File: src/rtl/adder_sum_stage_pkg.sv
// adder_sum_stage_pkg: shared widths, skid state encodings and flag layout for the adder sum stage
package adder_sum_stage_pkg;
  localparam int LEN_DATA = 32;
  localparam int TAG_W_DEF = 4;
  localparam int FLAG_W = 4;
  typedef enum logic [1:0] {
    ADD_SUM_EMPTY = 2'd0,
    ADD_SUM_ONE   = 2'd1,
    ADD_SUM_TWO   = 2'd2
  } skid_state_e;
  typedef struct packed {
    logic c;
    logic v;
    logic n;
    logic z;
  } flags_t;
endpackage

File: src/rtl/adder_sum_stage_result_skid_buf.sv
// result_skid_buf: generic 2-entry valid/ready skid buffer with registered in_ready
module result_skid_buf
  import adder_sum_stage_pkg::*;
#(
  parameter int W = 8
) (
  input  logic         clk,
  input  logic         rst,
  input  logic         in_valid,
  output logic         in_ready,
  input  logic [W-1:0] in_data,
  output logic         out_valid,
  input  logic         out_ready,
  output logic [W-1:0] out_data
);
  skid_state_e state, state_nx;
  logic [W-1:0] skid_data;
  logic in_xfer, out_xfer, load_out, load_skid, pop_skid;
  always_comb begin
    in_xfer = in_valid & in_ready;
    out_xfer = out_valid & out_ready;
    state_nx = state;
    load_out = 1'b0;
    load_skid = 1'b0;
    pop_skid = 1'b0;
    case (state)
      ADD_SUM_EMPTY: begin
        state_nx = in_xfer ? ADD_SUM_ONE : ADD_SUM_EMPTY;
        load_out = in_xfer;
      end
      ADD_SUM_ONE: begin
        state_nx = in_xfer ? (out_xfer ? ADD_SUM_ONE : ADD_SUM_TWO) : (out_xfer ? ADD_SUM_EMPTY : ADD_SUM_ONE);
        load_out = in_xfer & out_xfer;
        load_skid = in_xfer & ~out_xfer;
      end
      ADD_SUM_TWO: begin
        state_nx = out_xfer ? ADD_SUM_ONE : ADD_SUM_TWO;
        pop_skid = out_xfer;
      end
      default: state_nx = ADD_SUM_EMPTY;
    endcase
  end
  // in_ready follows the next state so it never sees out_ready combinationally
  always_ff @(posedge clk) begin
    if (rst) begin
      state <= ADD_SUM_EMPTY;
      in_ready <= 1'b0;
      out_valid <= 1'b0;
      out_data <= '0;
      skid_data <= '0;
    end else begin
      state <= state_nx;
      in_ready <= state_nx != ADD_SUM_TWO;
      out_valid <= state_nx != ADD_SUM_EMPTY;
      if (load_out) out_data <= in_data;
      else if (pop_skid) out_data <= skid_data;
      if (load_skid) skid_data <= in_data;
    end
  end
endmodule

File: src/rtl/adder_sum_stage.sv
// adder_sum_stage: forms sum and NZCV flags from prefix carries and half sums, then registers them
module adder_sum_stage
  import adder_sum_stage_pkg::*;
#(
  parameter int TAG_W = TAG_W_DEF,
  parameter int N = LEN_DATA
) (
  input  logic             clk,
  input  logic             rst,
  input  logic             in_valid,
  output logic             in_ready,
  input  logic [N:0]       g_prefix,
  input  logic [N:0]       p_half,
  input  logic [TAG_W-1:0] in_tag,
  output logic             out_valid,
  input  logic             out_ready,
  output logic [N-1:0]     sum,
  output logic             flag_c,
  output logic             flag_v,
  output logic             flag_n,
  output logic             flag_z,
  output logic [TAG_W-1:0] out_tag
);
  localparam int W = N + FLAG_W + TAG_W;
  logic [N-1:0] sum_c;
  flags_t flags;
  logic [W-1:0] pay_in, pay_out;
  logic unused_p0;
  always_comb begin
    sum_c = p_half[N:1] ^ g_prefix[N-1:0];
    flags.c = g_prefix[N];
    flags.v = g_prefix[N] ^ g_prefix[N-1];
    flags.n = sum_c[N-1];
    flags.z = ~|sum_c;
  end
  assign unused_p0 = p_half[0];
  assign pay_in = {in_tag, flags, sum_c};
  result_skid_buf #(.W(W)) u_buf (
    .clk(clk),
    .rst(rst),
    .in_valid(in_valid),
    .in_ready(in_ready),
    .in_data(pay_in),
    .out_valid(out_valid),
    .out_ready(out_ready),
    .out_data(pay_out)
  );
  assign {out_tag, flag_c, flag_v, flag_n, flag_z, sum} = pay_out;
endmodule

File: config.mk
export PLATFORM = sky130hd
export DESIGN_NAME = adder_sum_stage
export DESIGN_NICKNAME = d
export VERILOG_FILES = /design/src/rtl/adder_sum_stage_pkg.sv /design/src/rtl/adder_sum_stage_result_skid_buf.sv /design/src/rtl/adder_sum_stage.sv
export SDC_FILE = /design/constraint.sdc
export NUM_CORES = 1
export LEC_CHECK = 0
export CORE_UTILIZATION = 47
export DETAILED_ROUTE_END_ITERATION = 8
export PLACE_DENSITY = 0.8
export RECOVER_POWER = 100
export SLEW_MARGIN = 20
export SYNTH_ARGS = -nofsm -noshare
export SYNTH_HDL_FRONTEND = slang
export SYNTH_HIERARCHICAL = 1
export SYNTH_SLANG_ARGS = --single-unit
File: constraint.sdc
create_clock -name clk -period 1.8 [get_ports clk]
set_clock_uncertainty 0.1 [all_clocks]
set_input_delay 0.27 -clock clk [delete_from_list [all_inputs] [get_ports clk]]
set_output_delay 0.27 -clock clk [all_outputs]
set_load 0.01 [all_outputs]
==> impl_metrics.json <==
{
  "fin_nets": 637,
  "setup_viol": 0,
  "maxCapViolCount": 0,
  "cp_slowest_cell": "clkdlybuf4s50_1",
  "rsz0062_at_grt": "true",
  "postSynthCellCount": 428,
  "avgViaCountPerCell": 5.43,
  "ys_types": 26,
  "wire_per_inst_um": 14.8,
  "h-tree-depth": 3,
  "routabilityCongestion": 0.792,
  "fin_crit_sh_pct": 98.3,
  "synth_area_leaders": "dfxtp_1 (44%), mux2i_1 (10%), a221oi_1 (9.2%)",
  "yosys.area.top_type_share_pct": 44.0,
  "status": "finished clean",
  "syn_nets": 504,
  "finalMaxSlewViolations": 0,
  "cts_setup_buffers": 0,
  "r2r-start": "u_buf/in_ready$_SDFF_PP0_",
  "startpoint_type": "input port",
  "yosys_warnings": 6,
  "fin_crit_ns": 1.77,
  "numCtsBuffers": 9,
  "min_from": "rst",
  "worstPathCellList": "clkdlybuf4s50_1 -> and2_1 -> ha_1 -> nand2_1 -> a21o_1 -> buf_12 -> a221oi_1",
  "dp_hpwl_mm": 6.69,
  "grt_usage_pct": 23.7,
  "synth_area_um2": 3820,
  "ys_async_sr_fraction_pct": 0,
  "area_delta_synth_final_pct": 43.5,
  "clk_pin_slew_ns": 0.08,
  "cp_max_fo": 22,
  "relSlewSlack_pct": 73.6,
  "cts_max_path_buffers": 2,
  "initial_core_util_pct": 49.0,
  "synth_top_cell_by_area": "dfxtp_1",
  "tightest_slew_ns": 0.395,
  "grt_pass1_vias": 3447,
  "ctsHoldBuffers": 0,
  "dr.first_iter.drc_count": 209,
  "final_area_um2": 5490,
  "dpl_cell_area_um2": 5260,
  "overflow": 0,
  "ys_ff_latch": 84,
  "drtAntennaViolNets": 0,
  "finalHoldViolations": 0,
  "grt_pass1_wl_mm": 16.0,
  "ir_worst_vdd_mv": 0.440,
  "design.core.area_um2": 7810,
  "syn_avg_cell_area_um2": 8.93,
  "max_stage_delay_ns": 0.49,
  "final_cells": 667,
  "diodes": 0,
  "cts_sinks": 84,
  "hold_path.class": "input port to register",
  "dieArea_um2": 8500,
  "cellPowerDensity_nw_per_um2": 784,
  "ys_seq_area_share_pct": 44.0,
  "rows": 32,
  "startpoint": "in_valid",
  "dp_cells": 652,
  "drc": 0,
  "clk-insertion-delay-late_ns": 0.34,
  "arrival_ns": 1.90,
  "antenna_found_initial": 0,
  "tritoncts": "yes",
  "io_pins": 116,
  "synth_edf_count": 0,
  "ctsRootBufferMaster": "clkbuf_8",
  "grt_max_degree": 85,
  "die_w_um": 92.2,
  "io_buffers": 114,
  "wirelength_mm": 9.86,
  "setup.worst_path.end_class": "register",
  "yosys-top-cells-count": "dfxtp_1 (84), nand2_1 (84), a21oi_1 (43), nor2_1 (43)",
  "num-fill-cells": 610,
  "fmax_ghz": 0.565,
  "p_leak_nw": 2.39,
  "first_pass_iters": 5,
  "dieHeight_um": 92.2,
  "layout-drive-gt1-share_pct": 11.9,
  "crit_required_ns": 1.93,
  "criticalPathCategory": "input port to register",
  "synth-main-ff-cell": "dfxtp_1",
  "vias": 3620
}
[sequential cells by signal, summed over array words and instances, names as in the netlist]
name and count:
u_buf/in_ready 1, u_buf/out_data 40, u_buf/out_valid 1, u_buf/skid_data 40, u_buf/state 2
[per-stage QoR]
| step | worst slack [ns] | hold WS (ns) | util (%) | setup TNS, ns | total power [W] |
|---|---|---|---|---|---|
| 2_1_floorplan | 0.231 | 0.306 | - | 0 | 0.00242 |
| 3_3_place_gp | -0.363 | 0.341 | 67.4 | -13.33 | 0.00292 |
| 3_5_place_dp | -0.358 | 0.347 | 67.4 | -14.55 | 0.00294 |
| 4_1_cts | 0.0186 | 0.326 | 70.1 | 0 | 0.00434 |
| 5_1_grt | -0.0239 | 0.340 | 70.3 | -0.0271 | 0.00449 |
| 6_report | 0.0308 | 0.328 | 70.3 | 0 | 0.00430 |
[cell usage in the layout, fill, tap and decap left out, types with 33 or more instances in the layout]
cell type         n
nand2_1          84
dfxtp_1          83
clkdlybuf4s50_1  71
nor2_1           43
a21oi_1          43
dlygate4sd3_1    42
mux2i_1          40
buf_4            39
a221oi_1         39
xor2_1           33
[layout make-up]
cell class	count	area (µm²)	share of cell area, %
flip-flops and latches	84	1680	30.7
clock buffers	11	131	2.39
clock inverters	4	75.1	1.37
multi-input cells	306	1950	35.5
inverters	2	7.51	0.137
repair buffers	158	1520	27.6
well taps	102	128	2.33
[kinds of logic after synthesis]
logic type,Yosys count,share of synthesized area (%)
AOI/OAI and AO/OA,86,15.3
xor gates and xnor gates,33,7.56
adders and majority gates,2,0.654
buffers and inverters,38,5.92
DFF,84,44.0
muxes,40,10.5
and+or+nand+nor,145,16.1
[worst paths after layout]
path,end,slack (ns),cells past startpoint
setup / recovery,u_buf/out_data[34]$_SDFFE_PP0P_,0.03,7
hold / removal,u_buf/skid_data[25]$_SDFFE_PP0P_,0.33,3
setup reg to reg,u_buf/out_data[34]$_SDFFE_PP0P_,0.08,6
hold reg to reg,u_buf/skid_data[36]$_SDFFE_PP0P_,0.36,2
[layer usage]
layer | global-route usage, % | up-vias | share of wire, %
li1 | - | 1760 | -
met1 | 29.8 | 1706 | 43
met2 | 41.6 | 143 | 51
met3 | 3.32 | 11 | 5.1
met4 | 7.29 | 0 | 1.4
met5 | 0 | - | 0
[what timing repair did]
item	in CTS	in global routing
endpoints found under the setup margin	1	3
gates resized for setup	1	4
pin swaps	0	1
[critical path: cells and delay by family]
family                   cells  cell delay, ns
buffers and inverters        2            0.66
AO/OA/AOI/OAI                2            0.57
AND/OR/NAND/NOR              2            0.24
adder cells (fa/ha/maj)      1            0.16
[power breakdown]
part | internal, W | switching, W | leakage (nW)
Clock | 0.000775 | 0.000643 | 0.0956
Combinational | 0.000482 | 0.000393 | 1.61
Sequential | 0.00196 | 0.0000529 | 0.686
Total | 0.00321 | 0.00109 | 2.39
(Power assumes the default switching activity.)
